File: config.mk
export PLATFORM = sky130hd
export DESIGN_NAME = sr_excitation_sequencer
export DESIGN_NICKNAME = d
export VERILOG_FILES = /design/src/rtl/sr_seq_pkg.sv /design/src/rtl/sr_seq_fifo.sv /design/src/rtl/sr_excitation_sequencer.sv
export SDC_FILE = /design/constraint.sdc
export NUM_CORES = 1
export LEC_CHECK = 0
export ABC_AREA = 1
export CORE_MARGIN = 2
export CORE_UTILIZATION = 40
export DETAILED_ROUTE_END_ITERATION = 6
export SYNTH_ARGS = -nofsm -noshare
export SYNTH_HDL_FRONTEND = slang
export SYNTH_SLANG_ARGS = --single-unit
File: constraint.sdc
create_clock -name clk -period 2.3 [get_ports clk]
set_clock_uncertainty 0.05 [all_clocks]
set_input_delay 0.69 -clock clk [delete_from_list [all_inputs] [get_ports clk]]
set_output_delay 0.69 -clock clk [all_outputs]
set_load 0.02 [all_outputs]
File: src/rtl/sr_seq_pkg.sv
// Shared types and the S/R excitation rule used by the excitation sequencer.
package sr_seq_pkg;

  typedef enum logic [1:0] {
    IDLE  = 2'd0,
    DRIVE = 2'd1,
    CHECK = 2'd2,
    HALT  = 2'd3
  } state_t;

  // Excitation encoding is {s, r}; 2'b11 is deliberately absent.
  localparam logic [1:0] EXC_HOLD = 2'b00;
  localparam logic [1:0] EXC_RST  = 2'b01;
  localparam logic [1:0] EXC_SET  = 2'b10;

  function automatic logic [1:0] excite(input logic tgt, input logic shadow);
    if (tgt == shadow) begin
      return EXC_HOLD;
    end else if (tgt) begin
      return EXC_SET;
    end else begin
      return EXC_RST;
    end
  endfunction

endpackage

File: src/rtl/sr_seq_fifo.sv
// 1-bit wide synchronous FIFO with wrap-bit pointers; head is read combinationally
// so the consumer can pop and use the value at the same edge.
module sr_seq_fifo #(
  parameter int DEPTH = 4
) (
  input  logic clk,
  input  logic rst,
  input  logic push,
  input  logic din,
  input  logic pop,
  output logic dout,
  output logic full,
  output logic empty
);

  localparam int AW = $clog2(DEPTH);
  localparam logic [AW:0] PTR_ONE = {{AW{1'b0}}, 1'b1};

  logic [AW:0] wr_ptr_q, wr_ptr_d;
  logic [AW:0] rd_ptr_q, rd_ptr_d;
  logic        mem_q [DEPTH];
  logic        mem_d [DEPTH];
  logic        do_push;
  logic        do_pop;

  assign empty   = (wr_ptr_q == rd_ptr_q);
  assign full    = (wr_ptr_q[AW] != rd_ptr_q[AW]) &&
                   (wr_ptr_q[AW-1:0] == rd_ptr_q[AW-1:0]);
  assign do_pop  = pop && !empty;
  // A pop frees the slot in the same edge, so a full FIFO still accepts a push then.
  assign do_push = push && (!full || do_pop);
  assign dout    = mem_q[rd_ptr_q[AW-1:0]];

  always_comb begin
    mem_d    = mem_q;
    wr_ptr_d = wr_ptr_q;
    rd_ptr_d = rd_ptr_q;
    if (do_push) begin
      mem_d[wr_ptr_q[AW-1:0]] = din;
      wr_ptr_d                = wr_ptr_q + PTR_ONE;
    end
    if (do_pop) begin
      rd_ptr_d = rd_ptr_q + PTR_ONE;
    end
  end

  always_ff @(posedge clk) begin
    if (rst) begin
      wr_ptr_q <= '0;
      rd_ptr_q <= '0;
    end else begin
      wr_ptr_q <= wr_ptr_d;
      rd_ptr_q <= rd_ptr_d;
    end
  end

  always_ff @(posedge clk) begin
    mem_q <= mem_d;
  end

endmodule

File: src/rtl/sr_excitation_sequencer.sv
// Drives S/R excitations for a queued stream of target bits and verifies the
// flip-flop's q/qb feedback one cycle after each excitation.
module sr_excitation_sequencer
  import sr_seq_pkg::*;
#(
  parameter int DEPTH       = 4,
  parameter int CNT_W       = 8,
  parameter bit STOP_ON_ERR = 1'b0
) (
  input  logic             clk,
  input  logic             rst,
  input  logic             in_valid,
  input  logic             in_bit,
  output logic             in_ready,
  output logic             s,
  output logic             r,
  input  logic             q_fb,
  input  logic             qb_fb,
  input  logic             err_clr,
  output logic             busy,
  output logic             err,
  output logic [CNT_W-1:0] err_cnt
);

  localparam logic [CNT_W-1:0] CNT_ONE = {{(CNT_W-1){1'b0}}, 1'b1};

  state_t           state_q, state_d;
  logic             tgt_q, tgt_d;
  logic             shadow_q, shadow_d;
  logic             s_q, s_d;
  logic             r_q, r_d;
  logic             err_q, err_d;
  logic [CNT_W-1:0] err_cnt_q, err_cnt_d;

  logic fifo_push;
  logic fifo_pop;
  logic fifo_dout;
  logic fifo_full;
  logic fifo_empty;
  logic check_pass;

  assign in_ready  = !fifo_full && (state_q != HALT);
  assign fifo_push = in_valid && in_ready;
  assign busy      = (state_q != IDLE) || !fifo_empty;
  assign s         = s_q;
  assign r         = r_q;
  assign err       = err_q;
  assign err_cnt   = err_cnt_q;

  sr_seq_fifo #(
    .DEPTH(DEPTH)
  ) u_fifo (
    .clk  (clk),
    .rst  (rst),
    .push (fifo_push),
    .din  (in_bit),
    .pop  (fifo_pop),
    .dout (fifo_dout),
    .full (fifo_full),
    .empty(fifo_empty)
  );

  always_comb begin
    state_d    = state_q;
    tgt_d      = tgt_q;
    shadow_d   = shadow_q;
    s_d        = 1'b0;
    r_d        = 1'b0;
    err_d      = err_q;
    err_cnt_d  = err_cnt_q;
    fifo_pop   = 1'b0;
    check_pass = 1'b0;

    if (err_clr) begin
      err_d = 1'b0;
    end

    case (state_q)
      IDLE: begin
        if (!fifo_empty) begin
          fifo_pop   = 1'b1;
          tgt_d      = fifo_dout;
          {s_d, r_d} = excite(fifo_dout, shadow_q);
          state_d    = DRIVE;
        end
      end

      DRIVE: begin
        state_d = CHECK;
      end

      CHECK: begin
        // An unknown feedback value falls through to the fail branch.
        if ((q_fb == tgt_q) && (qb_fb == ~q_fb)) begin
          check_pass = 1'b1;
        end else begin
          check_pass = 1'b0;
        end

        if (check_pass) begin
          shadow_d = tgt_q;
        end else begin
          err_d = 1'b1;
          if (err_cnt_q != {CNT_W{1'b1}}) begin
            err_cnt_d = err_cnt_q + CNT_ONE;
          end
          if (q_fb == 1'b1) begin
            shadow_d = 1'b1;
          end else begin
            shadow_d = 1'b0;
          end
        end

        if (!check_pass && STOP_ON_ERR) begin
          state_d = HALT;
        end else if (!fifo_empty) begin
          // Back-to-back: the next excitation is based on the just-resolved shadow.
          fifo_pop   = 1'b1;
          tgt_d      = fifo_dout;
          {s_d, r_d} = excite(fifo_dout, shadow_d);
          state_d    = DRIVE;
        end else begin
          state_d = IDLE;
        end
      end

      HALT: begin
        if (err_clr) begin
          state_d = IDLE;
        end
      end

      default: begin
        state_d = IDLE;
      end
    endcase
  end

  always_ff @(posedge clk) begin
    if (rst) begin
      state_q   <= IDLE;
      tgt_q     <= 1'b0;
      shadow_q  <= 1'b0;
      s_q       <= 1'b0;
      r_q       <= 1'b0;
      err_q     <= 1'b0;
      err_cnt_q <= '0;
    end else begin
      state_q   <= state_d;
      tgt_q     <= tgt_d;
      shadow_q  <= shadow_d;
      s_q       <= s_d;
      r_q       <= r_d;
      err_q     <= err_d;
      err_cnt_q <= err_cnt_d;
    end
  end

endmodule

==> summary.md <==
| Metric | Value |
|---|---|
| Outcome | `complete, no violations` |
| Post-route setup TNS | `0 ns` |
| Seq pwr share | `45.8%` |
| Synth Register Bits | `25` |
| CTS Sinks | `25` |
| Area of the die | `3810 sq um` |
| WP data arrival | `1.43 ns` |
| Antenna-violating nets left | `0` |
| Comb power frac | `38.4%` |
| Syn Nets | `197` |
| Yosys warns | `0` |
| Detailed-router iteration count before antenna repair | `4` |
| Initial antenna violation count | `0` |
| Die Span X | `between 60 and 70 um` |
| Hold path startpoint | `shadow_q` |
| Most frequent cells after synthesis | `47 x nand2_1, 24 x inv_1, 23 x nor2_1` |
| Vias in the first global route | `1174` |
| Hold_ws | `between 0.4 and 0.5 ns` |
| Startpoint Class | `flop` |
| DR WL/cell | `11.0 um` |
| Overall power | `1.24 mW` |
| Layout cell share with drive strength beyond 1 | `11.0%` |
| Largest net degree at the start of global routing | `15` |
| CTS root buf | `clkbuf_4` |
| Net Sw Power | `0.482 mW` |
| Layout area overhead | `22.0%` |
| Cell chain of the critical path | `clkdlybuf4s50_1` |
| Grt total ovfl | `0` |
| Fin. max-slew vios | `0` |
| Avg Cell Area, Syn | `7.24 sq um` |
| Slowest CP cell | `clkdlybuf4s50_1` |
| Final setup fails | `0` |
| Peak supply drop | `0.308 mV` |
| Setup crit end kind | `primary output` |
| Clk buf depth | `2` |
| Gate count of the mapped netlist | `184` |
| Post-synth top area share | `31.6%` |
| R2r startpoint | `err_cnt[0]` |
| Overall Global Routing Usage | `17.9%` |
| WHS Endpoint | `shadow_q` |
| Critical setup path kind | `flop to primary output` |
| Flop2flop setup slack | `between 0.7 and 0.8 ns` |
| Critical path's largest stage delay | `between 0.6 and 0.7 ns` |
| Power Dens Cells | `761 nW/um^2` |
| Net Sw Frac | `39.0%` |
| Clk network pwr share | `roughly 16%` |
| Netlist cell types | `24` |
| Final Hold Vio Count | `0` |
| FMAX | `0.461 GHz` |
| Worst slew pin tran | `0.290 ns` |
| Reg clk slew, reported paths | `0.14 ns` |
| WL final | `~2.8 mm` |
| Maximum net fanout on the critical path | `7` |
| Number of cell rows | `20` |
| Post-synthesis sequential area ratio | `40.6%` |
| Buf/Inv on CP | `1` |
| Top-count cell post-synth | `nand2_1` |
| Hold path depth | `2` |
| H-Tree Depth | `1` |
| Max Cap Viol | `0` |
| Cell accounting for the most synthesized area | `dfxtp_1` |
| Slew HR | `80.6%` |
| CTS tree | `yes` |
| Reg2reg path depth | `7` |
| Hold_buf cts | `0` |
| Final min period | `2.17 ns` |
| DR vias | `1211` |
| Drt first-iter violations | `47` |
| DR vias/cell | `about 4.8` |
| Pint | `0.753 mW` |
| Mapped Area | `1330 sq um` |
| Final period util | `94.2%` |
| Leak pwr | `0.719 nW` |
| Worst reg2reg endpoint | `err_cnt[5]` |
| TritonCTS Buffers | `3` |
| HP Class | `flop to flop` |
| I/O Pins | `20` |
| Port Buf Inserts | `19` |
| Post-synthesis async set-or-reset flop share | `0%` |
| Starting Density | `42.9%` |
| Worst Path Required | `around 1.6 ns` |
| Ant diodes | `0` |
| Worst-Skew Late Latency | `a little over 0.3 ns` |
| Final nets | `roughly 220` |
| Core Region | `approximately 3100 sq um` |
| Post-detail-place hpwl | `2.17 mm` |
| Most used DFF post-synth | `dfxtp_1` |
| First-pass GRT wire length | `5.09 mm` |
| EDFF count, synth | `4` |
| Post-CTS Setup Bufs | `0` |
| Final Wtd Congestion | `0.773` |
| RSZ-0062 raised after global routing | `false` |
| Critical path's top delay family | `buffers and inverters` |
| Die height | `between 60 and 70 um` |
| DR DRC count | `0` |
| Top post-synthesis cells by area | `dfxtp_1 32%, nand2_1 13%, edfxtp_1 9.0%` |
| Fillers | `342` |
## placed cells by master, fill, tap and decap left out, types with 2 or more instances in the layout
cell,n
a211oi_1,2
a21oi_1,8
buf_4,4
clkbuf_4,3
clkdlybuf4s50_1,17
dfxtp_1,21
edfxtp_1,4
ha_1,6
inv_1,24
inv_2,5
nand2_1,47
nand2_2,3
nand3_1,13
nand3_2,2
nand3b_1,2
nand4_1,5
nor2_1,23
o21ai_0,6
o21ai_1,2
xor2_1,4
## registers in the layout, indices dropped and copies added (netlist names)
name             count
err_cnt              8
u_fifo.mem_q         4
u_fifo.rd_ptr_q      3
u_fifo.wr_ptr_q      3
state_q              2
err                  1
r                    1
s                    1
shadow_q             1
tgt_q                1
## stage by stage
stage	instances	cell area, sq um	worst slack (ns)	util [%]
CTS	254	1630	0.0102	52.5
floorplan	184	1330	0.680	-
global route	254	1620	0.000511	52.3
detailed placement	250	1600	0.127	51.7
global placement	250	1600	0.163	51.7
finish	254	1620	0.133	52.3
## power by group through the flow
stage                     sequential, mW  clock (mW)  combinational, mW
final                              0.566       0.195              0.474
after global routing               0.577       0.223              0.545
after CTS                          0.567       0.205              0.479
after detailed placement           0.576           0              0.486
after global placement             0.574           0              0.477
after floorplan                    0.587           0              0.305
## worst max-delay path by stage
stage / depth (start not counted) / start / endpoint / slack [ns]
floorplan: 6 / u_fifo.wr_ptr_q[0] / in_ready / 0.68
global placement: 7 / u_fifo.rd_ptr_q[1] / in_ready / 0.16
detailed placement: 7 / u_fifo.wr_ptr_q[0] / in_ready / 0.13
CTS: 7 / u_fifo.wr_ptr_q[0] / in_ready / 0.01
global route: 6 / u_fifo.rd_ptr_q[2] / busy / 0.0005
finish: 1 / err_cnt[5] / err_cnt[5] / 0.13
## area by class of cell
cell class | count | area (sq um) | share of cell area [%]
Tap cell | 44 | 55.1 | 3.39
Inverter | 29 | 109 | 6.70
Multi-Input combinational cell | 129 | 678 | 41.8
Timing Repair Buffer | 23 | 214 | 13.2
Clock buffer | 3 | 22.5 | 1.39
Sequential cell | 25 | 541 | 33.3
Clock inverter | 1 | 5.00 | 0.308
## what timing repair did
item                                    CTS  global route
endpoints found under the hold margin     0             0
resized for setup                         2             2
endpoints found under the setup margin    2             1
## cell families after synthesis
logic type	synth area share [%]
and+or+nand+nor	35.0
buffers and inverters	8.46
DFF	40.6
AOI/OAI and AO/OA	7.71
adders and majority gates	5.64
xor gates and xnor gates	2.63
## metal layers
metal | wire length (um) | vias up | part of all wire (%) | track usage [%]
met5 | 0 | - | 0 | 0
met4 | 21 | 0 | 0.75 | 5.47
met3 | 100 | 2 | 3.6 | 3.11
met2 | 1240 | 23 | 44 | 28.4
met1 | 1430 | 544 | 51 | 24.8
li1 | - | 642 | - | -
Note: power is estimated with default switching activity, not from simulation.
